## src/rtl/fsm_xy_monitor.sv

```systemverilog
`default_nettype none
// ============================================================================
//  Module      : fsm_xy_monitor
//  Description : Receive-side decoder for the 3-state {A,B,C} Mealy encoder.
//                Tracks the set of states the encoder could be in, recovers
//                the encoder input bit whenever the observed {x,y} fixes it,
//                and flags symbols no candidate state can produce (then
//                resynchronises to "any state").
//  Ports       : clk      - clock, all updates on posedge
//                rst      - synchronous active-high reset
//                v        - sample valid for x/y
//                x, y     - observed encoder outputs
//                dv       - decoded-sample valid (1 cycle after v)
//                di       - recovered i (meaningful when dv & dk)
//                dk       - i unambiguous for this sample
//                err      - one-cycle pulse: sample illegal for all candidates
//                lock     - candidate set holds exactly one state
//                st       - candidate set: bit0=A, bit1=B, bit2=C
//                err_cnt  - saturating count of err pulses
//  Revision    : 1.0 - initial release
// ============================================================================
module fsm_xy_monitor #(
  parameter int CNT_W = 8
) (
  input  logic             clk,
  input  logic             rst,
  input  logic             v,
  input  logic             x,
  input  logic             y,
  output logic             dv,
  output logic             di,
  output logic             dk,
  output logic             err,
  output logic             lock,
  output logic [2:0]       st,
  output logic [CNT_W-1:0] err_cnt
);

  localparam logic [1:0]       c_XY_01  = 2'b01;
  localparam logic [1:0]       c_XY_10  = 2'b10;
  localparam logic [1:0]       c_XY_11  = 2'b11;
  localparam logic [2:0]       c_ST_A   = 3'b001;
  localparam logic [2:0]       c_ST_ALL = 3'b111;
  localparam logic [CNT_W-1:0] c_CNT_MAX = {CNT_W{1'b1}};
  localparam logic [CNT_W-1:0] c_CNT_ONE = {{(CNT_W-1){1'b0}}, 1'b1};

  logic [2:0]       r_st;
  logic             r_dv;
  logic             r_di;
  logic             r_dk;
  logic             r_err;
  logic [CNT_W-1:0] r_err_cnt;

  logic [1:0] w_xy;
  logic       w_is01;
  logic       w_is10;
  logic       w_is11;
  logic [2:0] w_st_n;
  logic       w_i0;
  logic       w_i1;
  logic       w_none;

  assign w_xy   = {x, y};
  assign w_is01 = (w_xy == c_XY_01);
  assign w_is10 = (w_xy == c_XY_10);
  assign w_is11 = (w_xy == c_XY_11);

  // Successor set: union of next(s,i) over every candidate s and every i
  // whose output matches the observed symbol.
  //   A: 01/i0->B, 11/i1->C   B: 10/i0->B, 10/i1->C   C: 10/i0->A, 01/i1->C
  assign w_st_n[0] = w_is10 & r_st[2];
  assign w_st_n[1] = (w_is01 & r_st[0]) | (w_is10 & r_st[1]);
  assign w_st_n[2] = (w_is11 & r_st[0]) | (w_is01 & r_st[2]) | (w_is10 & r_st[1]);

  // Which input-bit values could have produced the symbol.
  assign w_i0 = (w_is01 & r_st[0]) | (w_is10 & r_st[1]) | (w_is10 & r_st[2]);
  assign w_i1 = (w_is11 & r_st[0]) | (w_is01 & r_st[2]) | (w_is10 & r_st[1]);

  assign w_none = (w_st_n == 3'b000);

  always_ff @(posedge clk) begin
    if (rst) begin
      r_st      <= c_ST_A;
      r_dv      <= 1'b0;
      r_di      <= 1'b0;
      r_dk      <= 1'b0;
      r_err     <= 1'b0;
      r_err_cnt <= '0;
    end else if (v) begin
      r_dv <= 1'b1;
      if (w_none) begin
        // Illegal for every candidate: restart from "could be anywhere".
        r_err <= 1'b1;
        r_dk  <= 1'b0;
        r_di  <= 1'b0;
        r_st  <= c_ST_ALL;
        if (r_err_cnt != c_CNT_MAX) begin
          r_err_cnt <= r_err_cnt + c_CNT_ONE;
        end
      end else begin
        r_err <= 1'b0;
        r_dk  <= w_i0 ^ w_i1;
        r_di  <= w_i1 & ~w_i0;
        r_st  <= w_st_n;
      end
    end else begin
      // Idle: di/dk keep the last decoded value, state and count hold.
      r_dv  <= 1'b0;
      r_err <= 1'b0;
    end
  end

  assign dv      = r_dv;
  assign di      = r_di;
  assign dk      = r_dk;
  assign err     = r_err;
  assign st      = r_st;
  assign err_cnt = r_err_cnt;
  assign lock    = (r_st == 3'b001) | (r_st == 3'b010) | (r_st == 3'b100);

endmodule
`default_nettype wire

```

## config.mk

```make
export PLATFORM = sky130hd
export DESIGN_NAME = fsm_xy_monitor
export DESIGN_NICKNAME = d
export VERILOG_FILES = /design/src/rtl/fsm_xy_monitor.sv
export SDC_FILE = /design/constraint.sdc
export NUM_CORES = 1
export LEC_CHECK = 0
export ABC_AREA = 1
export BUFFER_PORTS_ARGS = -buffer_cell sky130_fd_sc_hd__buf_2
export CORE_MARGIN = 10
export CORE_UTILIZATION = 48
export DETAILED_ROUTE_END_ITERATION = 6
export HOLD_SLACK_MARGIN = 0.02
export PLACE_DENSITY_LB_ADDON = 0.1
export SLEW_MARGIN = 20
export SYNTH_ARGS = -nofsm -noshare
export SYNTH_HDL_FRONTEND = slang
export SYNTH_SLANG_ARGS = --single-unit
```

## constraint.sdc

```tcl
create_clock -name clk -period 1.6 [get_ports clk]
set_clock_uncertainty 0.05 [all_clocks]
set_input_delay 0.32 -clock clk [delete_from_list [all_inputs] [get_ports clk]]
set_output_delay 0.32 -clock clk [all_outputs]
set_load 0.1 [all_outputs]
```

==> metrics.md <==
| Metric | Value |
|---|---|
| Nets | `roughly 140` |
| DRC | `0` |
| Worst Hold Class | `primary input to register` |
| Die area | `3630 um2` |
| Worst-path cell chain | `nor2_4 > mux2_4 > buf_12` |
| Top_reg_cell synth | `dfxtp_1` |
| Initial antenna violation count | `0` |
| Initial Utilization | `just over 50%` |
| Final worst-path cycle share | `100%` |
| Register clock-pin slew on the reported worst setup and hold paths | `~0.09 ns` |
| Number of synthesized flops with an enable pin | `0` |
| Placed wire-length estimate | `approximately 1.4 mm` |
| RSZ-0062 raised after global routing | `yes` |
| Hold depth | `2` |
| Rel. slew slack | `roughly two thirds` |
| Syn nets | `around 110` |
| Worst Path Arrival | `approximately 1.2 ns` |
| DRT Pass-1 Iters | `4` |
| Async SR Flop Fraction | `0%` |
| R2R depth | `10` |
| FF-to-FF setup slack | `0.06 ns` |
| Hold path startpoint | `rst` |
| WS Path Type | `register to output pin` |
| CP bufs+invs | `1` |
| Routed Antenna Nets | `0` |
| Final design utilization | `about two thirds` |
| First-pass GRT wire length | `approximately 2.9 mm` |
| Cts bufs inserted | `3` |
| PwrDens | `934 nW/um2` |
| CTS H-Tree Depth | `1` |
| Worst reg2reg startpoint | `st[1]` |
| CP Capture Type | `output pin` |
| Area growth syn-to-layout | `30.2%` |
| Final WL | `~1.8 mm` |
| Skew-Pair Late Insertion Delay | `around 0.28 ns` |
| Final setup margin | `-0.00721 ns` |
| GRT overflow | `0` |
| Fill count | `between 100 and 150` |
| Status | `finished with violations` |
| IO Pins | `21` |
| Via density | `a little over 5` |
| Vias in the first global route | `approximately 670` |
| Drt wl/cell | `12.1 um` |
| Layout cell share with drive strength beyond 1 | `a little over two fifths` |
| DR vias | `749` |
| R2r endpoint | `err_cnt[6]` |
| Die H | `around 60 um` |
| CP max FO | `5` |
| Hold endpoint | `err_cnt[1]` |
| GP Congestion | `~0.8` |
| Port bufs | `20` |
| Core area | `approximately 1500 um2` |
| Mapped cell area | `between 700 and 800 um2` |
| Critical Path RT | `between 1 and 1.5 ns` |
| Post-layout min period | `approximately 1.6 ns` |
| Crit-path max cell delay | `between 0.3 and 0.4 ns` |
| Critical path's top delay family | `flip-flops` |
| Final-report hold violation count | `0` |
| Failing checks | `setup timing` |
| Largest net degree at the start of global routing | `12` |
| Netlist cell types | `19` |
| Worst-Margin Slew | `0.498 ns` |
| Synth Instances | `105` |
| CP max stage cell | `dfxtp_4` |
| N_diodes | `0` |
| Max Buffers Root-to-Sink | `2` |
| Pleak | `around 0.51 nW` |
| Worst hold slack | `between 0.2 and 0.25 ns` |
| Max Cap Viol | `0` |
| Post-synthesis sequential area ratio | `approximately two fifths` |
| Register area | `327 um2` |
| Drt initial violations | `10` |
| Core Rows | `14` |
| Synth Area per Inst | `7.41 um2` |
| CTS root buffer | `clkbuf_4` |
| TNS Setup | `-0.00721 ns` |
| Fmax | `622 MHz` |
| Critical path depth | `3` |
| Max-slew violations | `0` |
| Ys Warns | `0` |
| Setup bufs post-CTS | `0` |
| Die span in x | `around 60 um` |
| Crit start category | `register` |
| CTS tree | `yes` |
| Setup violations, final | `1` |
| Area of the multi-input gates | `about 450 um2` |
| CTS Sinks | `15` |
| #FFs+latches synth | `15` |
| Max VDD drop | `0.526 mV` |
| Hold buffer count at cts | `0` |
| Tot GR Track Use | `approximately a tenth` |
[layout make-up]
class	instances	area share, %
clock buffers	3	2.22
clock inverters	1	0.494
inverters	14	5.19
multi-input cells	75	44.3
flip-flops and latches	15	32.2
well taps	16	1.98
repair buffers	23	13.6
[cells in the final DEF, fill, tap and decap left out, drive strengths merged]
cell    count
a21oi      14
buf        23
clkbuf      3
clkinv      1
dfxtp      15
ha          4
inv        14
mux2        1
nand2      19
nand3      14
nor2       16
nor3        2
o211ai      1
o21ai       3
xor2        1
[registers in the layout (all words and copies together) (netlist names)]
signal   count
err_cnt      8
st           3
di           1
dk           1
dv           1
err          1
[synthesized netlist by cell type, types with 2 or more instances]
| cell type | n | area share (%) |
|---|---|---|
| ha_1 | 4 | 6.4 |
| inv_1 | 13 | 6.3 |
| o21ai_0 | 3 | 1.9 |
| nand2_1 | 15 | 7.2 |
| nand3_1 | 14 | 9.0 |
| nand2_2 | 3 | 2.4 |
| nor2_2 | 2 | 1.6 |
| nor2_1 | 12 | 5.8 |
| a21oi_1 | 14 | 9.0 |
| nor2_4 | 2 | 2.9 |
| dfxtp_1 | 15 | 39 |
[worst max-delay path by stage]
stage / from / to / slack (ns)
6_report: st[1] / lock / -0.007
5_1_grt: st[1] / lock / -0.06
4_1_cts: st[1] / lock / -0.02
3_5_place_dp: y / err_cnt[7] / -0.05
3_3_place_gp: y / err_cnt[7] / -0.01
2_1_floorplan: st[1] / err_cnt[5] / 0.002
[timing repair]
action	in CTS	in global routing
gates resized for setup	7	5
setup endpoints to repair	1	6
pin swaps	1	4
[worst reg2reg max path: stages (launching register included)]
cell and delay, ns:
dfxtp_4 0.37, nand3_1 0.10, nand2_1 0.09, nor2_2 0.12, ha_2 0.21, nand2_4 0.10
nor2_4 0.12, nand3_1 0.08, nand2_1 0.07, nand2_1 0.05, a21oi_1 0.12
[routing by layer]
layer  share of wire, %  track usage (%)  wire, um
met5                  0                0         0
met4               0.51             4.81         9
met3                4.6             3.18        82
met2                 53             17.2       938
met1                 42             11.3       752
[cells by family (layout without fill, tap and decap cells)]
kind of cell	after synthesis	in the layout	synth area share (%)
mux	1	1	1.45
buf+inv	15	41	8.20
simple gates	51	51	32.3
fa+ha+maj	4	4	6.43
compound gates	18	18	11.9
xor+xnor	1	1	1.13
flops	15	15	38.6
[through the flow]
stage	total power (W)	instances	cell area [um2]	setup slack [ns]
after global placement	0.000713	143	941	-0.0109
after global routing	0.000999	147	1010	-0.0552
after detailed placement	0.000715	143	941	-0.0514
final	0.000947	147	1010	-0.00721
after floorplan	0.000657	105	810	0.00157
after CTS	0.000957	147	995	-0.0185
[power breakdown]
group	switching, W	internal [W]
sequential	0.0000196	0.000392
clock	0.000121	0.0000926
combinational	0.000244	0.0000778
Power figures use the tool's default switching activity.
